==> config.mk <==
export PLATFORM = sky130hd
export DESIGN_NAME = pcap_record_parser
export DESIGN_NICKNAME = d
export VERILOG_FILES = /design/src/rtl/pcap_defs_pkg.sv /design/src/rtl/axis_reg_slice8.sv /design/src/rtl/pcap_record_parser.sv
export SDC_FILE = /design/constraint.sdc
export NUM_CORES = 1
export LEC_CHECK = 0
export ABC_CLOCK_PERIOD_IN_PS = 2900
export CAP_MARGIN = 20
export CORE_ASPECT_RATIO = 0.7
export CORE_MARGIN = 10
export CORE_UTILIZATION = 51
export CTS_CLUSTER_DIAMETER = 120
export DETAILED_ROUTE_END_ITERATION = 8
export GPL_TIMING_DRIVEN = 0
export MAX_ROUTING_LAYER = met4
export PLACE_DENSITY = 0.85
export SLEW_MARGIN = 20
export SYNTH_ARGS = -nofsm -noshare
export SYNTH_HDL_FRONTEND = slang
export SYNTH_SLANG_ARGS = --single-unit
==> constraint.sdc <==
create_clock -name clk -period 2.9 [get_ports clk]
set_clock_uncertainty 0.2 [all_clocks]
set_input_delay 0.435 -clock clk [delete_from_list [all_inputs] [get_ports clk]]
set_output_delay 0.435 -clock clk [all_outputs]
set_load 0.03 [all_outputs]
==> src/rtl/pcap_defs_pkg.sv <==
// pcap_defs: shared PCAP record header layout, limits and parser state encoding
package pcap_defs;

    localparam int PCAP_REC_HDR_BYTES = 16;
    localparam int OFF_SEC  = 0;
    localparam int OFF_NSEC = 4;
    localparam int OFF_INCL = 8;
    localparam int OFF_ORIG = 12;

    localparam logic [31:0] NSEC_PER_SEC = 32'd1_000_000_000;

    typedef enum logic [1:0] {
        HDR,
        HOLD,
        PAYLOAD,
        DROP
    } state_e;

    // Extract a little-endian 32-bit field starting at byte offset off
    function automatic logic [31:0] field32(input logic [127:0] h, input int off);
        return h[8*off +: 32];
    endfunction

endpackage

==> src/rtl/axis_reg_slice8.sv <==
// axis_reg_slice8: single-stage byte-wide AXI-Stream register slice with tlast/tuser
module axis_reg_slice8 (
    input  logic       clk,
    input  logic       rst,
    input  logic [7:0] s_tdata,
    input  logic       s_tvalid,
    output logic       s_tready,
    input  logic       s_tlast,
    input  logic       s_tuser,
    output logic [7:0] m_tdata,
    output logic       m_tvalid,
    input  logic       m_tready,
    output logic       m_tlast,
    output logic       m_tuser
);

    logic [9:0] data_q, data_d;
    logic       valid_q, valid_d;

    assign s_tready = m_tready || !valid_q;
    assign m_tvalid = valid_q;
    assign {m_tuser, m_tlast, m_tdata} = data_q;

    // Load on an accepted input beat, otherwise empty once downstream takes the beat
    always_comb begin
        valid_d = valid_q;
        data_d  = data_q;
        if (s_tvalid && s_tready) begin
            valid_d = 1'b1;
            data_d  = {s_tuser, s_tlast, s_tdata};
        end else if (m_tready) begin
            valid_d = 1'b0;
        end
    end

    // Output register
    always_ff @(posedge clk) begin
        if (rst) begin
            valid_q <= 1'b0;
            data_q  <= '0;
        end else begin
            valid_q <= valid_d;
            data_q  <= data_d;
        end
    end

endmodule

==> src/rtl/pcap_record_parser.sv <==
// pcap_record_parser: strips/validates PCAP record headers and forwards the payload as AXI-Stream
module pcap_record_parser
    import pcap_defs::*;
#(
    parameter logic [31:0] MAX_LEN    = 32'd2048,
    parameter logic [31:0] NSEC_LIMIT = NSEC_PER_SEC
) (
    input  logic        clk,
    input  logic        rst,
    input  logic [7:0]  s_axis_tdata,
    input  logic        s_axis_tvalid,
    output logic        s_axis_tready,
    input  logic        s_axis_tlast,
    input  logic        s_axis_tuser,
    output logic        m_hdr_valid,
    input  logic        m_hdr_ready,
    output logic [31:0] m_hdr_sec,
    output logic [31:0] m_hdr_nsec,
    output logic [31:0] m_hdr_incl_len,
    output logic [31:0] m_hdr_orig_len,
    output logic [7:0]  m_axis_tdata,
    output logic        m_axis_tvalid,
    input  logic        m_axis_tready,
    output logic        m_axis_tlast,
    output logic        m_axis_tuser,
    output logic        err_hdr,
    output logic        err_len
);

    state_e         state_q, state_d;
    logic [15:0]    cnt_q, cnt_d;
    logic [15:0]    rem_q, rem_d;
    logic [127:0]   hdr_q, hdr_d;
    logic [31:0]    sec_q, sec_d, nsec_q, nsec_d, incl_q, incl_d, orig_q, orig_d;
    logic           hdr_valid_q, hdr_valid_d;
    logic           last15_q, last15_d;
    logic           uacc_q, uacc_d;
    logic           err_hdr_q, err_hdr_d;
    logic           err_len_q, err_len_d;
    logic           sl_valid, sl_ready, sl_last, sl_user, len_mis;

    assign m_hdr_valid    = hdr_valid_q;
    assign m_hdr_sec      = sec_q;
    assign m_hdr_nsec     = nsec_q;
    assign m_hdr_incl_len = incl_q;
    assign m_hdr_orig_len = orig_q;
    assign err_hdr        = err_hdr_q;
    assign err_len        = err_len_q;

    // State and datapath registers
    always_ff @(posedge clk) begin
        if (rst) begin
            state_q     <= HDR;
            cnt_q       <= '0;
            rem_q       <= '0;
            hdr_q       <= '0;
            sec_q       <= '0;
            nsec_q      <= '0;
            incl_q      <= '0;
            orig_q      <= '0;
            hdr_valid_q <= 1'b0;
            last15_q    <= 1'b0;
            uacc_q      <= 1'b0;
            err_hdr_q   <= 1'b0;
            err_len_q   <= 1'b0;
        end else begin
            state_q     <= state_d;
            cnt_q       <= cnt_d;
            rem_q       <= rem_d;
            hdr_q       <= hdr_d;
            sec_q       <= sec_d;
            nsec_q      <= nsec_d;
            incl_q      <= incl_d;
            orig_q      <= orig_d;
            hdr_valid_q <= hdr_valid_d;
            last15_q    <= last15_d;
            uacc_q      <= uacc_d;
            err_hdr_q   <= err_hdr_d;
            err_len_q   <= err_len_d;
        end
    end

    // Next state: header assembly and checks, header handshake, payload length tracking, drop
    always_comb begin
        state_d     = state_q;
        cnt_d       = cnt_q;
        rem_d       = rem_q;
        hdr_d       = hdr_q;
        sec_d       = sec_q;
        nsec_d      = nsec_q;
        incl_d      = incl_q;
        orig_d      = orig_q;
        hdr_valid_d = hdr_valid_q;
        last15_d    = last15_q;
        uacc_d      = uacc_q;
        err_hdr_d   = 1'b0;
        err_len_d   = 1'b0;
        case (state_q)
            HDR: if (s_axis_tvalid) begin
                hdr_d = {s_axis_tdata, hdr_q[127:8]};
                if (cnt_q == 16'(PCAP_REC_HDR_BYTES - 1)) begin
                    cnt_d = '0;
                    if (field32(hdr_d, OFF_NSEC) < NSEC_LIMIT && field32(hdr_d, OFF_INCL) <= MAX_LEN) begin
                        state_d     = HOLD;
                        hdr_valid_d = 1'b1;
                        last15_d    = s_axis_tlast;
                        sec_d       = field32(hdr_d, OFF_SEC);
                        nsec_d      = field32(hdr_d, OFF_NSEC);
                        incl_d      = field32(hdr_d, OFF_INCL);
                        orig_d      = field32(hdr_d, OFF_ORIG);
                    end else begin
                        err_hdr_d = 1'b1;
                        state_d   = s_axis_tlast ? HDR : DROP;
                    end
                end else if (s_axis_tlast) begin
                    err_hdr_d = 1'b1;
                    cnt_d     = '0;
                end else begin
                    cnt_d = cnt_q + 16'd1;
                end
            end
            HOLD: if (m_hdr_ready) begin
                hdr_valid_d = 1'b0;
                uacc_d      = 1'b0;
                rem_d       = incl_q[15:0];
                // A zero-length record must end on byte 15; a non-empty one must not
                err_len_d   = (incl_q == '0) != last15_q;
                state_d     = last15_q ? HDR : (incl_q == '0) ? DROP : PAYLOAD;
            end
            PAYLOAD: if (sl_valid && sl_ready) begin
                rem_d  = rem_q - 16'd1;
                uacc_d = uacc_q || s_axis_tuser;
                if (sl_last) begin
                    err_len_d = len_mis;
                    state_d   = (rem_q == 16'd1 && !s_axis_tlast) ? DROP : HDR;
                end
            end
            DROP: if (s_axis_tvalid && s_axis_tlast) state_d = HDR;
            default: state_d = HDR;
        endcase
    end

    // Outputs: input ready per state and the beat offered to the output slice
    always_comb begin
        len_mis       = (rem_q == 16'd1) != s_axis_tlast;
        sl_valid      = state_q == PAYLOAD && s_axis_tvalid;
        sl_last       = rem_q == 16'd1 || s_axis_tlast;
        sl_user       = s_axis_tuser || uacc_q || (sl_last && len_mis);
        s_axis_tready = !rst && (state_q == PAYLOAD ? sl_ready : state_q != HOLD);
    end

    axis_reg_slice8 u_out (
        .clk      (clk),
        .rst      (rst),
        .s_tdata  (s_axis_tdata),
        .s_tvalid (sl_valid),
        .s_tready (sl_ready),
        .s_tlast  (sl_last),
        .s_tuser  (sl_user),
        .m_tdata  (m_axis_tdata),
        .m_tvalid (m_axis_tvalid),
        .m_tready (m_axis_tready),
        .m_tlast  (m_axis_tlast),
        .m_tuser  (m_axis_tuser)
    );

endmodule

==> results.py <==
metrics = {
    "finish": {
        "final_common_cell": "nand2_1",
        "final_cell_mix": "nand2_1, dfxtp_1, clkdlybuf4s50_1",
        "layout-drive-gt1-share_pct": 4.90,
        "nNetsFinal": 1620,
        "utilization_pct": 64.7,
        "insertedDiodeCount": 0,
        "area_growth_pct": 24.0,
        "nFillCells": 1856,
    },
    "synth": {
        "syn_avg_cell_area_um2": 8.43,
        "async_reset_ff_share_pct": 0,
        "syn_nets": 1435,
        "syn_area_um2": 11900,
        "ys_ff_latch": 298,
        "syn_inst": 1409,
        "synth_ff_type": "dfxtp_1",
        "ys.warnings.count": 0,
        "yosysTopAreaCell": "dfxtp_1",
        "synth_edf_count": 0,
        "yosysSeqAreaShare_pct": 50.2,
        "yosysUniqueCellTypes": 59,
        "synth_area_leaders": "dfxtp_1, nand2_1, mux2i_1",
        "synth_top_area_share_pct": 50.2,
    },
    "clock_network": {
        "clk_path_buf_depth": 3,
        "path_clk_slew_ns": 0.07,
        "clock_latency_ns": 0.55,
        "cts_max_level": 1,
        "cts_buffers": 27,
        "cts_hold_buf": 0,
        "cts.sink_count": 298,
        "cts_root_buf": "clkbuf_16",
        "tritoncts": "done",
    },
    "global_route": {
        "grt-ovfl-total": 0,
        "grt_pass1_wl_um": 54000,
        "grt_busiest_layer": "met2",
        "gr-usage-met3_pct": 3.95,
        "grtUsageMet2_pct": 35.0,
        "grt_max_degree": 20,
        "track_usage_pct": 22.0,
        "met1_usage_pct": 28.7,
        "antenna_found_initial": 0,
        "grt_pass1_vias": 10300,
    },
    "worst_setup_path": {
        "slowest_stage": "dfxtp_1",
        "r2r_cells": 8,
        "end_kind": "flop",
        "cp.buffers_inverters": 3,
        "r2r-start": "cnt_q[0]",
        "crit_chain": "ha_1 > nor4bb_1 > nand4_1 > nor4_4 > buf_4 > buf_4 > buf_6 > mux2i_1",
        "slowest_delay_ns": 0.38,
        "path_class": "flop to flop",
        "crit_fanout": 10,
        "path_delay_family": "simple AND/OR/NAND/NOR gates",
        "cpMostUsedCell": "buf_4",
        "required_ns": 3.16,
        "worstPathArrival_ns": 3.06,
        "startpoint_type": "flop",
        "rrSetupSlack_ns": 0.1,
        "startpoint": "cnt_q[0]",
        "reg2reg_to": "m_hdr_orig_len[20]",
    },
    "hold_path": {
        "hp-start": "s_axis_tvalid",
        "min_to": "u_out.m_tvalid",
        "holdPathStages": 3,
        "worstHoldPathType": "primary input to flop",
    },
    "drt": {
        "drt-pass1-iter-count": 6,
        "routedWlPerCell_um": 17.5,
        "drc": 0,
        "drt-initial-drc-count": 855,
        "wl_um": 33700,
        "ant_nets": 0,
        "vias_per_cell": 5.57,
        "dr_total_vias": 10700,
    },
    "die": {
        "core_region_area_um2": 22800,
        "initial_core_util_pct": 52.1,
        "die-area_um2": 29900,
        "fp.dieW_um": 202,
        "die_h_um": 148,
        "core.rowCount": 46,
        "io_pins": 158,
    },
    "placement": {
        "numPortBuffers": 155,
        "dp_hpwl_um": 24400,
        "gp_congestion": 0.979,
    },
    "timing": {
        "finalHoldViolCount": 0,
        "fmax_ghz": 0.357,
        "period_share_pct": 96.6,
        "drv_slew": 0,
        "setup_viol": 0,
        "fin_crit_ns": 2.80,
        "tns_ns": 0,
        "relSlewSlack_pct": 31.7,
        "worst_slew_pin_slew_ns": 1.02,
    },
    "power": {
        "peakVddDrop_mv": 0.449,
        "finalPower_mw": 9.50,
        "cellLeakagePower_nw": 4.75,
        "power_density_nw_per_um2": 645,
    },
    "flow_run": {
        "drv_cap": 0,
    },
    "status": {
        "status": "finished clean",
    },
}
## worst reg2reg max path: cells and delay by family, from the launching register on
family / cells / cell delay [ns]
mux: 1 / 0.24
fa+ha+maj: 1 / 0.22
simple gates: 3 / 0.96
buf+inv: 3 / 0.73
flops: 1 / 0.38
## synth_stat cells (all sizes together) (2+ instances only)
| cell | n |
|---|---|
| a221oi | 2 |
| xnor2 | 8 |
| dfxtp | 298 |
| a22oi | 2 |
| o22ai | 2 |
| mux2i | 107 |
| nand2b | 19 |
| o211ai | 5 |
| ha | 11 |
| o31ai | 3 |
| a31oi | 4 |
| nand3 | 8 |
| nor2 | 29 |
| xor2 | 5 |
| or2 | 2 |
| nand3b | 3 |
| a211oi | 9 |
| clkbuf | 74 |
| and4 | 2 |
| and3 | 2 |
| inv | 13 |
| nor4 | 24 |
| or3 | 4 |
| o21ai | 27 |
| nand4 | 10 |
| buf | 23 |
| nor2b | 11 |
| nor3 | 13 |
| nand4b | 7 |
| or4 | 6 |
| a21oi | 147 |
| nor3b | 30 |
| o32ai | 2 |
| and2 | 5 |
| nand2 | 480 |
## power breakdown
| group | switching [mW] | internal [mW] |
|---|---|---|
| Sequential | 0.108 | 4.20 |
| Combinational | 1.20 | 0.495 |
| Clock | 1.56 | 1.92 |
| Total | 2.87 | 6.62 |
## per-layer routing
layer	part of all wire, %	wire length, µm
met1	45	15100
met4	2.4	808
met3	7.0	2370
met2	46	15400
met5	0	0
## stage by stage
step           hold WS (ns)  instance area [µm²]  cells  worst slack, ns
2_1_floorplan         0.237                11900   1409            0.329
3_3_place_gp          0.242                13800   1876           -0.315
3_5_place_dp          0.246                13800   1876           -0.350
4_1_cts              0.0676                14700   1923          -0.0497
5_1_grt               0.104                14700   1925          -0.0245
6_report             0.0861                14700   1925           0.0999
## kinds of logic (layout without fill, tap and decap cells)
group	after synthesis	count (layout)	synth area share, %
flops	298	298	50.2
simple gates	657	657	24.5
xor+xnor	13	13	0.958
fa+ha+maj	11	11	1.16
compound gates	213	213	9.94
mux	107	107	9.02
buf+inv	110	314	4.20
## area by class of cell
cell class                 instances  area [µm²]  area share (%)
buffer                            94         453            3.07
inverter                          13        48.8           0.331
clock buffer                      39         801            5.43
sequential                       298        5970            40.5
tap                              312         390            2.65
timing repair buffer             159        1580            10.7
clock inverter                     9        65.1           0.442
multi-input combinational       1001        5430            36.9
## how the worst max path moves through the flow
stage	endpoint	slack, ns	depth (start not counted)
after floorplan	s_axis_tready	0.33	6
final	m_hdr_orig_len[20]	0.1	8
after detailed placement	s_axis_tready	-0.35	7
after global placement	m_hdr_sec[25]	-0.32	7
after global routing	m_hdr_orig_len[20]	-0.02	8
after CTS	s_axis_tready	-0.05	6
## sequential cells by signal, indices dropped and copies added, names as in the netlist
signal          cells
state_q             2
m_hdr_valid         1
m_hdr_incl_len     32
err_hdr             1
uacc_q              1
u_out.m_tvalid      1
cnt_q              16
u_out.data_q       10
m_hdr_sec          32
rem_q              16
err_len             1
hdr_q             120
m_hdr_orig_len     32
last15_q            1
m_hdr_nsec         32
## repair_timing
item | in CTS | in global routing
setup endpoints to repair | 101 | 178
setup buffers | 0 | 4
gates resized for setup | 9 | 9
pin swaps | 0 | 2
(Power assumes the default switching activity.)
